[src/rtl/systolic_ctrl.sv]
// systolic_ctrl: sequencer for a 3x3 weight-stationary systolic array.
// Loads nine weights, streams activation vectors into the west row inputs
// with per-row skew, and tracks per-column result validity at the south edge.
// Optional build macro SYSTOLIC_CTRL_PERF_EN adds the stall_cnt output.
module systolic_ctrl #(
  parameter  int DW   = 32,
  parameter  int MAXV = 16,
  localparam int NW   = $clog2(MAXV + 1)
) (
  input  logic            clk,
  input  logic            rst,
  input  logic            start,
  input  logic            abort,
  input  logic [NW-1:0]   cfg_nvec,
  input  logic [9*DW-1:0] w_in,
  input  logic            act_valid,
  output logic            act_ready,
  input  logic [3*DW-1:0] act_data,
  output logic [9*DW-1:0] w_out,
  output logic            weight_en,
  output logic            compute,
  output logic [DW-1:0]   west0,
  output logic [DW-1:0]   west3,
  output logic [DW-1:0]   west6,
  output logic [2:0]      col_valid,
  output logic            busy,
  output logic            done
`ifdef SYSTOLIC_CTRL_PERF_EN
  ,
  output logic [15:0]     stall_cnt
`endif
);

  localparam logic [NW-1:0] MAXV_N = NW'(MAXV);

  typedef enum logic [2:0] {
    S_IDLE,
    S_LOAD_W,
    S_STREAM,
    S_DRAIN,
    S_DONE
  } state_t;

  state_t        state;
  logic [NW-1:0] remaining;
  logic [2:0]    drain_cnt;
  logic          accept;

  // Skew stages for rows 1 and 2, and the accepted-vector token shift chain.
  logic [DW-1:0] row1_d;
  logic [DW-1:0] row2_d0;
  logic [DW-1:0] row2_d1;
  logic [5:0]    tok;

  assign act_ready = (state == S_STREAM) && (remaining != '0);
  // A vector presented in the abort cycle is dropped along with the job.
  assign accept    = act_ready && act_valid && !abort;

  // Job sequencing FSM with registered strobes and status outputs.
  always_ff @(posedge clk or posedge rst) begin
    if (rst) begin
      state     <= S_IDLE;
      remaining <= '0;
      drain_cnt <= '0;
      w_out     <= '0;
      weight_en <= 1'b0;
      compute   <= 1'b0;
      busy      <= 1'b0;
      done      <= 1'b0;
    end else if (abort) begin
      state     <= S_IDLE;
      remaining <= '0;
      drain_cnt <= '0;
      weight_en <= 1'b0;
      compute   <= 1'b0;
      busy      <= 1'b0;
      done      <= 1'b0;
    end else begin
      weight_en <= 1'b0;
      done      <= 1'b0;
      case (state)
        S_IDLE: begin
          if (start) begin
            remaining <= (cfg_nvec > MAXV_N) ? MAXV_N : cfg_nvec;
            w_out     <= w_in;
            weight_en <= 1'b1;
            busy      <= 1'b1;
            state     <= S_LOAD_W;
          end
        end
        S_LOAD_W: begin
          if (remaining == '0) begin
            done  <= 1'b1;
            state <= S_DONE;
          end else begin
            compute <= 1'b1;
            state   <= S_STREAM;
          end
        end
        S_STREAM: begin
          if (accept) begin
            remaining <= remaining - NW'(1);
            if (remaining == NW'(1)) begin
              // Six drain cycles cover the last token reaching column 2.
              drain_cnt <= 3'd5;
              state     <= S_DRAIN;
            end
          end
        end
        S_DRAIN: begin
          if (drain_cnt == '0) begin
            compute <= 1'b0;
            done    <= 1'b1;
            state   <= S_DONE;
          end else begin
            drain_cnt <= drain_cnt - 3'd1;
          end
        end
        S_DONE: begin
          busy  <= 1'b0;
          state <= S_IDLE;
        end
        default: state <= S_IDLE;
      endcase
    end
  end

  // Row skew registers and validity tokens; bubbles shift zeros through.
  always_ff @(posedge clk or posedge rst) begin
    if (rst) begin
      west0   <= '0;
      row1_d  <= '0;
      west3   <= '0;
      row2_d0 <= '0;
      row2_d1 <= '0;
      west6   <= '0;
      tok     <= '0;
    end else if (abort) begin
      west0   <= '0;
      row1_d  <= '0;
      west3   <= '0;
      row2_d0 <= '0;
      row2_d1 <= '0;
      west6   <= '0;
      tok     <= '0;
    end else begin
      west0   <= accept ? act_data[0 +: DW] : '0;
      row1_d  <= accept ? act_data[DW +: DW] : '0;
      west3   <= row1_d;
      row2_d0 <= accept ? act_data[2*DW +: DW] : '0;
      row2_d1 <= row2_d0;
      west6   <= row2_d1;
      tok     <= {tok[4:0], accept};
    end
  end

  // Token reaches column c's south output 4+c cycles after acceptance.
  assign col_valid = tok[5:3];

`ifdef SYSTOLIC_CTRL_PERF_EN
  // Saturating count of streaming cycles starved by the upstream source.
  always_ff @(posedge clk or posedge rst) begin
    if (rst) begin
      stall_cnt <= '0;
    end else if ((state == S_IDLE) && start && !abort) begin
      stall_cnt <= '0;
    end else if (act_ready && !act_valid && (stall_cnt != 16'hFFFF)) begin
      stall_cnt <= stall_cnt + 16'd1;
    end
  end
`endif

endmodule
[config.mk]
export PLATFORM = sky130hd
export DESIGN_NAME = systolic_ctrl
export DESIGN_NICKNAME = d
export VERILOG_FILES = /design/src/rtl/systolic_ctrl.sv
export SDC_FILE = /design/constraint.sdc
export NUM_CORES = 1
export LEC_CHECK = 0
export ABC_AREA = 1
export BUFFER_PORTS_ARGS = -buffer_cell sky130_fd_sc_hd__buf_2
export CAP_MARGIN = 0
export CORE_AREA = 2 2 306 308
export CTS_CLUSTER_DIAMETER = 100
export DETAILED_ROUTE_END_ITERATION = 12
export DIE_AREA = 0 0 308 310
export PLACE_DENSITY = 0.48
export SLEW_MARGIN = 20
export SYNTH_ARGS = -nofsm -noshare
export SYNTH_HDL_FRONTEND = slang
export SYNTH_SLANG_ARGS = --single-unit
[constraint.sdc]
create_clock -name clk -period 35.2 [get_ports clk]
set_clock_uncertainty 0.05 [all_clocks]
set_input_delay 3.52 -clock clk [delete_from_list [all_inputs] [get_ports clk]]
set_output_delay 3.52 -clock clk [all_outputs]
set_load 0.005 [all_outputs]
==> results of run 1 <==
area by class of cell:
cell class                      instances  area, um2  share of cell area [%]
Clock buffer                           86       1710                    6.68
Inverter                              224        856                    3.35
Multi-Input combinational cell       1174       4550                    17.8
Sequential cell                       501      12500                    49.1
Tap cell                             1197       1500                    5.86
Antenna cell                            5       12.5                  0.0490
Timing Repair Buffer                  795       4040                    15.8
Clock inverter                         21        345                    1.35
metrics by stage:
stage	setup slack, ns	std cells	hold WS [ns]
floorplan	17.64	1988	0.384
global placement	28.59	3891	0.384
detailed placement	28.54	3891	0.392
CTS	29.24	3998	0.403
global route	28.96	4002	0.425
finish	29.28	4003	0.399
placed cells by master, fill, tap and decap left out:
master / count
clkbuf_1: 14
clkinv_4: 2
nand3_4: 2
inv_6: 2
ha_1: 5
clkbuf_8: 13
buf_12: 3
nand2_2: 1
clkinvlp_4: 3
nor2_2: 1
nor2_1: 211
clkinv_16: 1
inv_1: 221
clkinv_2: 4
bufinv_16: 7
buf_4: 8
diode_2: 5
nand4_1: 1
clkinv_1: 1
nor2_4: 2
dfrtp_1: 501
clkbuf_16: 59
nand2_1: 916
buf_2: 784
o21ai_0: 10
nand3_1: 18
nor3_1: 2
xnor2_1: 1
inv_8: 3
a21oi_1: 3
clkinv_8: 1
nor3_2: 1
sequential cells by signal (all words and copies together) (netlist names):
| register | count |
|---|---|
| busy | 1 |
| state | 3 |
| w_out | 288 |
| row2_d1 | 32 |
| done | 1 |
| west3 | 32 |
| tok | 6 |
| west0 | 32 |
| compute | 1 |
| row2_d0 | 32 |
| drain_cnt | 3 |
| weight_en | 1 |
| west6 | 32 |
| row1_d | 32 |
| remaining | 5 |
worst max-delay path: stages:
cell and delay [ns]:
buf_4 0.27, nor3_2 0.34, nand3_4 0.53, inv_8 0.76
buf_12 0.62, nand2_1 0.15, nand2_1 0.09
power by group through the flow:
| stage | sequential [uW] | combinational, uW | clock, uW |
|---|---|---|---|
| after floorplan | 869 | 229 | 0 |
| after global placement | 861 | 540 | 0 |
| after detailed placement | 861 | 544 | 0 |
| after CTS | 856 | 544 | 664 |
| after global routing | 878 | 604 | 690 |
| final | 856 | 534 | 642 |
logic make-up after synthesis:
kind of cell	count (synthesis)
AND/OR/NAND/NOR	1155
flip-flops	501
buffers and inverters	313
AO/OA/AOI/OAI	13
adder cells (fa/ha/maj)	5
XOR/XNOR	1
metal layers:
| layer | share of wire [%] | vias to the layer above | global-route usage [%] |
|---|---|---|---|
| li1 | - | 7337 | - |
| met1 | 40 | 6977 | 15.1 |
| met2 | 49 | 564 | 21.0 |
| met3 | 8.3 | 96 | 4.04 |
| met4 | 2.6 | 6 | 4.08 |
| met5 | 0.049 | - | 0 |
worst paths after layout:
path,from,end,slack [ns],cells after the start
max in group asynchronous,rst,w_out[96],29.88,4
min,row2_d1[0],west6[0],0.40,2
max reg2reg,state[0],w_out[254],32.07,6
max,abort,w_out[254],29.28,7
min reg2reg,row2_d1[0],west6[0],0.40,2
min in group asynchronous,rst,w_out[114],2.93,2
==> flow_metrics.tcl, run 1 <==
set metrics [dict create \
    cts_max_level 2 \
    outcome "complete, no violations" \
    irDropWorstVdd_v 0.0000431 \
    ant_nets 0 \
    syn2layout_area_growth_pct 39.0 \
    synthAdderAreaFrac_pct 0.340 \
    grt_start_max_net_pins 173 \
    worstSetupEndpointType "register" \
    leakage_uw 0.0148 \
    vias 15000 \
    post_cts_buffers 0 \
    die_w_um 308 \
    layout-drive-gt1-share_pct 32.0 \
    worstMarginPinSlew_ns 1.01 \
    ctsResizeCount 0 \
    gp_congestion 0.821 \
    required_ns 35.73 \
    fmax_mhz 169 \
    powerDensity_mw_per_mm2 79.5 \
    routed_wl_um 62700 \
    yosysMostFrequentCell "nand2_1" \
    syn_inst 1988 \
    grt_first_pass_wirelength_um 90700 \
    grt_pass1_vias 14900 \
    first_pass_iters 5 \
    port_buffers 785 \
    yosysSeqAreaShare_pct 68.2 \
    power_frac_clock_pct 31.6 \
    synth-compound-area-share_pct 0.354 \
    fp-row-count 112 \
    io-pin-count 786 \
    synthFlopType "dfrtp_1" \
    syn_area_mm2 0.0184 \
    netSwitchingFraction_pct 32.9 \
    syn_area_per_cell_um2 9.25 \
    ys_ff_latch 501 \
    synth_top_family_by_area "simple AND/OR/NAND/NOR gates" \
    fin_crit_sh_pct 16.8 \
    synth_area_leader_cell "dfrtp_1" \
    worst-path-max-fanout 164 \
    antenna_found_initial 12 \
    intPower_uw 1360 \
    p_comb_share_pct 26.3 \
    power_uw 2030 \
    clockBufferDepth 3 \
    tns_ns 0 \
    cp.arrival_ns 6.45 \
    finalHoldViolCount 0 \
    dp.final_hpwl_um 45200 \
    die_y_um 310 \
    synth_mux_area_share_pct 0 \
    synth_top_area_share_pct 68.2 \
    critPathLaunchType "input port" \
    drv_slew 0 \
    synth-xor-area-share_pct 0.0476 \
    routed_via_density 3.74 \
    drtIter0Drc 1072 \
    clock_latency_ns 0.65 \
    gr-total-overflow 0 \
    slew_headroom_pct 32.8 \
    place_area_mm2 0.0235 \
    yosys_warnings 0 \
    clkSinkCount 501 \
    synth_edf_count 0 \
    ys_top_cells_by_area "dfrtp_1 68%, nand2_1 19%, inv_1 4.5%, nor2_1 4.3%, buf_2 2.0%" \
    async_reset_ff_share_pct 100 \
    power_frac_seq_pct 42.1 \
    cts_buffers 59 \
    syn_nets 2387 \
    period_minus_slack_ns 5.92 \
    synth.top_cells.by_count "916 x nand2_1, 501 x dfrtp_1, 222 x inv_1" \
    drc 0 \
    wire_per_inst_um 15.7 \
    synth.distinct_cells 23 \
    setup_violations 0 \
    rsz0062_at_grt "no" \
    synth-simple-area-share_pct 23.9 \
    dieArea_mm2 0.0955 \
    core_area_mm2 0.0925 \
    critical_path_class "in -> reg" \
    grt_use_total_pct 12.5 \
    cts_root_buf "clkbuf_16" \
    fillers 10000 \
    finalNetCount 3154 \
    post-route-util_pct 27.6 \
    path_clk_slew_ns 0.06 \
    maxCapViolCount 0 \
    finish.instance_area_mm2 0.0256 \
    initial_core_util_pct 19.9 \
    cts_tree "built" \
    cts-hold-fix-buffers 0 \
    p_switching_uw 668 \
    holdCritPathClass "reg -> reg" \
]
Note: power is estimated with default switching activity, not from simulation.
==> run 2, diff against run 1 <==
Settings changed: ABC_AREA 1 to 0, CORE_AREA 2 2 306 308 to 2 2 304 306, DIE_AREA 0 0 308 310 to 0 0 306 308, PLACE_DENSITY 0.48 to 0.49.
Clock period 35.2 ns to 5.2 ns, I/O delays scaled along.
==> run 2 against run 1 <==
Combinational power grew to 3.5 times the previous value; global-route usage shrank 1.9 points; sequential power grew to 5.6 times the previous value; synthesized cell count shrank 43%; clock-buffer cell count is the same; final area grew 1.7%; via count decreased by 19%; clock power grew to 6.5 times the previous value; flip-flop and latch count unchanged; final cell count fell by 19%; total power grew to 5.3 times the previous value; largest power group unchanged; die area decreased by 1.3%.
==> flow_metrics.tcl, run 2 <==
set metrics [dict create \
    synth_area_leader_cell "dfrtp_1" \
    ys_ff_latch 501 \
    netSwitchingFraction_pct 25.8 \
    maxCapViolCount 0 \
    stdcell_count 3245 \
    outcome "complete, no violations" \
    grt_first_pass_wirelength_um 78300 \
    cts_tree "built" \
    wire_per_inst_um 16.2 \
    clock_latency_ns 0.62 \
    syn_inst 1131 \
    intPower_uw 8050 \
    required_ns 4.63 \
    die_y_um 308 \
    irDropWorstVdd_v 0.000215 \
    drc 0 \
    finalHoldViolCount 0 \
    r2r_slack_ns 2.37 \
    syn_nets 1530 \
    core_area_mm2 0.0910 \
    synth_edf_count 0 \
    largest_register_ffs 288 \
    vias 12100 \
    drtIter0Drc 543 \
    startpoint "remaining[0]" \
    dp.final_hpwl_um 38700 \
    synthAdderAreaFrac_pct 0.347 \
    clkSinkCount 501 \
    rr_startpoint "state[0]" \
    grt_use_total_pct 10.6 \
    synth.distinct_cells 41 \
    path_clk_slew_ns 0.06 \
    synth-compound-area-share_pct 1.01 \
    yosysSeqAreaShare_pct 69.5 \
    powerDensity_mw_per_mm2 417 \
    synth-simple-area-share_pct 8.38 \
    synth_top_area_share_pct 69.5 \
    worstRegToRegCells 4 \
    yosys_warnings 0 \
    layout-drive-gt1-share_pct 53.1 \
    power_frac_seq_pct 44.5 \
    antenna_found_initial 3 \
    io-pin-count 786 \
    worstMarginPinSlew_ns 0.925 \
    ctsResizeCount 0 \
    routed_via_density 3.74 \
    gp_congestion 0.766 \
    synth-xor-area-share_pct 0 \
    power_frac_clock_pct 38.4 \
    grt_start_max_net_pins 159 \
    cts_buffers 58 \
    power_uw 10800 \
    fmax_mhz 328 \
    place_area_mm2 0.0232 \
    finish.instance_area_mm2 0.0260 \
    fp-row-count 111 \
    routed_wl_um 52500 \
    cp.arrival_ns 2.48 \
    gr-total-overflow 0 \
    critPathLaunchType "register" \
    yosysMostFrequentCell "dfrtp_1" \
    seqCellArea_mm2 0.0125 \
    worst-path-max-fanout 5 \
    worstSetupEndpointType "output port" \
    cts_root_buf "clkbuf_16" \
    crit_end "act_ready" \
    synthFlopType "dfrtp_1" \
    largest-register "w_out" \
    clockBufferDepth 3 \
    syn_area_per_cell_um2 16.0 \
    holdCritPathClass "in -> reg" \
    leakage_uw 0.0129 \
    initial_core_util_pct 19.8 \
    drv_slew 0 \
    fillers 9345 \
    cts_max_level 2 \
    layout_commonest_cell "buf_2" \
    period_minus_slack_ns 3.05 \
    fin_crit_sh_pct 58.6 \
    grt_pass1_vias 13000 \
    p_comb_share_pct 17.1 \
    async_reset_ff_share_pct 100 \
    synth_mux_area_share_pct 18.0 \
    dieArea_mm2 0.0942 \
    syn2layout_area_growth_pct 44.1 \
    r2r-end "w_out[15]" \
    ant_nets 0 \
    rsz0062_at_grt "no" \
    critical_path_class "reg -> out" \
    first_pass_iters 4 \
    setup_violations 0 \
    slew_headroom_pct 37.4 \
    multi_input_comb_area_mm2 0.00502 \
    ys_top_cells_by_area "dfrtp_1 69%, mux2_2 12%, mux2_1 6.2%, nor2b_1 3.5%, and2_1 3.3%" \
    placed_cells 3053 \
    die_w_um 306 \
    p_switching_uw 2790 \
    synth.top_cells.by_count "501 x dfrtp_1, 189 x mux2_2, 102 x nor2b_1" \
    port_buffers 785 \
    final_cell_mix "784 x buf_2, 501 x dfrtp_1, 189 x mux2_2" \
    syn_area_mm2 0.0180 \
    finalNetCount 2408 \
    synth_top_family_by_area "multiplexers" \
]
run 2: cell types whose count changed after synthesis, sizes merged, moves of 10 or more:
cell	change
nor2b	+102
nor2	-202
nand3	-18
mux2	+289
inv	-216
clkbuf	+10
buf	-37
nand2	-912
and2	+96
run 2: metal layers:
| metal | routed length [um] | vias up | track usage (%) |
|---|---|---|---|
| met5 | 11 | - | 0 |
| met1 | 19300 | 6051 | 11.5 |
| li1 | - | 5573 | - |
| met4 | 1410 | 2 | 3.68 |
| met2 | 27800 | 423 | 19.4 |
| met3 | 3980 | 78 | 3.46 |
run 2: how the worst min path moves through the flow:
stage / slack (ns) / cells after the start / startpoint / end
5_1_grt: 0.01 / 2 / act_data[43] / row1_d[11]
3_3_place_gp: 0.39 / 1 / row2_d1[5] / west6[5]
2_1_floorplan: 0.39 / 1 / row2_d0[0] / row2_d1[0]
4_1_cts: 0.0006 / 2 / act_data[63] / row1_d[31]
6_report: 0.07 / 2 / act_data[1] / west0[1]
3_5_place_dp: 0.40 / 1 / row2_d0[4] / row2_d1[4]
run 2: cell type report:
class,count,share of cell area [%]
clock inverters,23,0.943
flip-flops and latches,501,48.2
clock buffers,86,6.69
repair buffers,880,19.0
diodes,1,0.00963
inverters,7,0.116
well taps,1186,5.71
multi-input cells,561,19.3
run 2: power groups by stage:
stage               clock network [uW]  logic (uW)  registers [uW]
detailed placement                   0        1860            4900
global placement                     0        1830            4880
floorplan                            0         748            4930
finish                            4160        1860            4820
global route                      4490        2030            4910
CTS                               4320        1920            4830
run 2: cell families after synthesis:
logic type | count (synthesis)
DFF | 501
and+or+nand+nor | 240
muxes | 289
adders and majority gates | 5
AOI/OAI and AO/OA | 27
buffers and inverters | 69
run 2: repair_timing:
action,4_1_cts,5_1_grt
buffers inserted,0,0
hold buffers,82,0
endpoints found under the hold margin,92,0
setup endpoints to repair,0,0
run 2: per-stage QoR:
step | util, % | hold WS, ns | TNS, ns | setup WS, ns
global placement | 25.5 | 0.390 | 0 | 2.37
finish | 28.6 | 0.0674 | 0 | 2.15
global route | 28.6 | 0.0125 | 0 | 1.92
floorplan | - | 0.389 | -1086.40 | -2.17
CTS | 28.6 | 0.000623 | 0 | 2.06
detailed placement | 25.5 | 0.396 | 0 | 2.33
run 2: worst max-delay path, stage by stage, from the launching register on:
cell     delay (ns)
dfrtp_1        0.43
inv_1          0.12
ha_1           0.19
nor4b_1        0.76
nor2_1         0.17
buf_2          0.19
==> run 3, diff against run 2 <==
Clock period 5.2 ns to 2.75 ns, I/O delays scaled along.
==> run 3 against run 2 <==
Register-to-register slack got worse by 2.0 ns; combinational power increased by 110%; worst setup slack got worse by 1.8 ns; via count increased by 11%; utilization increased by 3.5 points; wire length increased by 7.1%; clock-buffer cell count increased by 1; critical endpoint is now w_out[65].
==> flow_metrics.tcl, run 3 (synthesis results as in run 2) <==
set metrics [dict create \
    maxCapViolCount 0 \
    cts_buffers 55 \
    tns_ns 0 \
    critPathLaunchType "register" \
    grt_pass1_vias 14800 \
    dp.final_hpwl_um 40900 \
    antenna_found_initial 3 \
    fmax_mhz 417 \
    place_area_mm2 0.0234 \
    final_cell_mix "784 x buf_2, 501 x dfrtp_1, 392 x dlygate4sd3_1" \
    largest_register_ffs 288 \
    irDropWorstVdd_v 0.000444 \
    grt_use_met1_pct 12.6 \
    outcome "complete, no violations" \
    slew_headroom_pct 52.3 \
    drtIter0Drc 521 \
    worstSetupEndpointType "register" \
    cts_root_buf "clkbuf_16" \
    gp_congestion 0.776 \
    rsz0062_at_grt "no" \
    use_met2_pct 21.1 \
    period_minus_slack_ns 2.40 \
    syn2layout_area_growth_pct 61.6 \
    finalHoldViolCount 0 \
    port_buffers 785 \
    dieArea_mm2 0.0942 \
    cp.arrival_ns 2.83 \
    placed_cells 3080 \
    vias 13500 \
    io-pin-count 786 \
    worstMarginPinSlew_ns 0.716 \
    clkSinkCount 501 \
    path_clk_slew_ns 0.06 \
    drc 0 \
    powerDensity_mw_per_mm2 699 \
    first_pass_iters 4 \
    wire_per_inst_um 15.7 \
    post_cts_buffers 0 \
    finish.instance_area_mm2 0.0292 \
    finalNetCount 2742 \
    initial_core_util_pct 19.8 \
    worst-path-max-fanout 55 \
    r2r_slack_ns 0.35 \
    holdCritPathClass "in -> reg" \
    worstHoldStart "cfg_nvec[0]" \
    worstRegToRegCells 5 \
    fin_crit_sh_pct 87.3 \
    routed_via_density 3.77 \
    grt_busiest_layer "met2" \
    layout-drive-gt1-share_pct 46.4 \
    grt_use_met3_pct 3.37 \
    layout_commonest_cell "buf_2" \
    required_ns 3.18 \
    drv_slew 0 \
    crit_end "w_out[65]" \
    grt_first_pass_wirelength_um 85600 \
    r2r-end "w_out[65]" \
    stdcell_count 3576 \
    grt_use_total_pct 11.5 \
    fp-row-count 111 \
    cts_max_level 2 \
    power_uw 20400 \
    rr_startpoint "state[1]" \
    ctsResizeCount 0 \
    startpoint "state[1]" \
    clock_latency_ns 0.60 \
    die_w_um 306 \
    gr-total-overflow 0 \
    setup_violations 0 \
    critical_path_class "reg -> reg" \
    routed_wl_um 56300 \
    cts_tree "built" \
    largest-register "w_out" \
    clockBufferDepth 3 \
    grt_start_max_net_pins 99 \
    leakage_uw 0.0142 \
    ant_nets 0 \
    core_area_mm2 0.0910 \
    die_y_um 308 \
]
-- run 3: changes by cell type in the layout (fill, tap and decap cells not counted), sizes merged --
cell | previous run | this run
inv | 9 | 8
diode | 1 | 3
bufinv | 4 | 1
clkbuf | 86 | 87
buf | 798 | 825
clkinv | 13 | 8
dlygate4sd3 | 82 | 392
-- run 3: worst min-delay path by stage --
stage                               to  depth (start not counted)
final                     remaining[0]                          4
after detailed placement      west0[0]                          2
after CTS                 remaining[0]                          4
after global routing      remaining[0]                          4
after floorplan              row1_d[0]                          1
after global placement        west0[1]                          2
-- run 3: timing repair --
| item | in CTS | in global routing |
|---|---|---|
| setup endpoints to repair | 0 | 0 |
| hold buffers | 392 | 0 |
| hold endpoints to repair | 448 | 0 |
-- run 3: through the flow --
step	hold slack (ns)	utilization (%)	setup WS (ns)
finish	0.0764	32.1	0.350
global route	0.0511	32.1	0.259
CTS	0.0190	32.0	0.313
detailed placement	0.244	25.7	0.372
global placement	0.244	25.7	0.411
floorplan	0.354	-	-4.37
-- run 3: area by class of cell --
class	instances	area (um2)
fill	9068	61800
sequential	501	12500
timing repair buffer	1217	8280
multi-input combinational	561	5020
clock buffer	87	1680
tap	1186	1480
clock inverter	14	129
inverter	7	30.0
antenna	3	7.51
-- run 3: worst max-delay path, cell delays in order, from the launching register on --
cell and delay [ns]:
dfrtp_1 0.47, or4b_4 0.59, nor2_4 0.13, buf_12 0.20, buf_12 0.31, mux2_2 0.38
-- run 3: report_power, final --
| part | total, uW | internal [uW] | leakage [uW] | switching, uW |
|---|---|---|---|---|
| Combinational | 3970 | 2260 | 0.00697 | 1710 |
| Sequential | 9150 | 8550 | 0.00634 | 603 |
| Clock | 7260 | 4270 | 0.000881 | 2990 |
-- run 3: routing by layer --
layer | vias up | part of all wire, %
met5 | - | 0.020
met1 | 6695 | 37
met4 | 2 | 2.7
met2 | 467 | 53
li1 | 6234 | -
met3 | 87 | 7.1
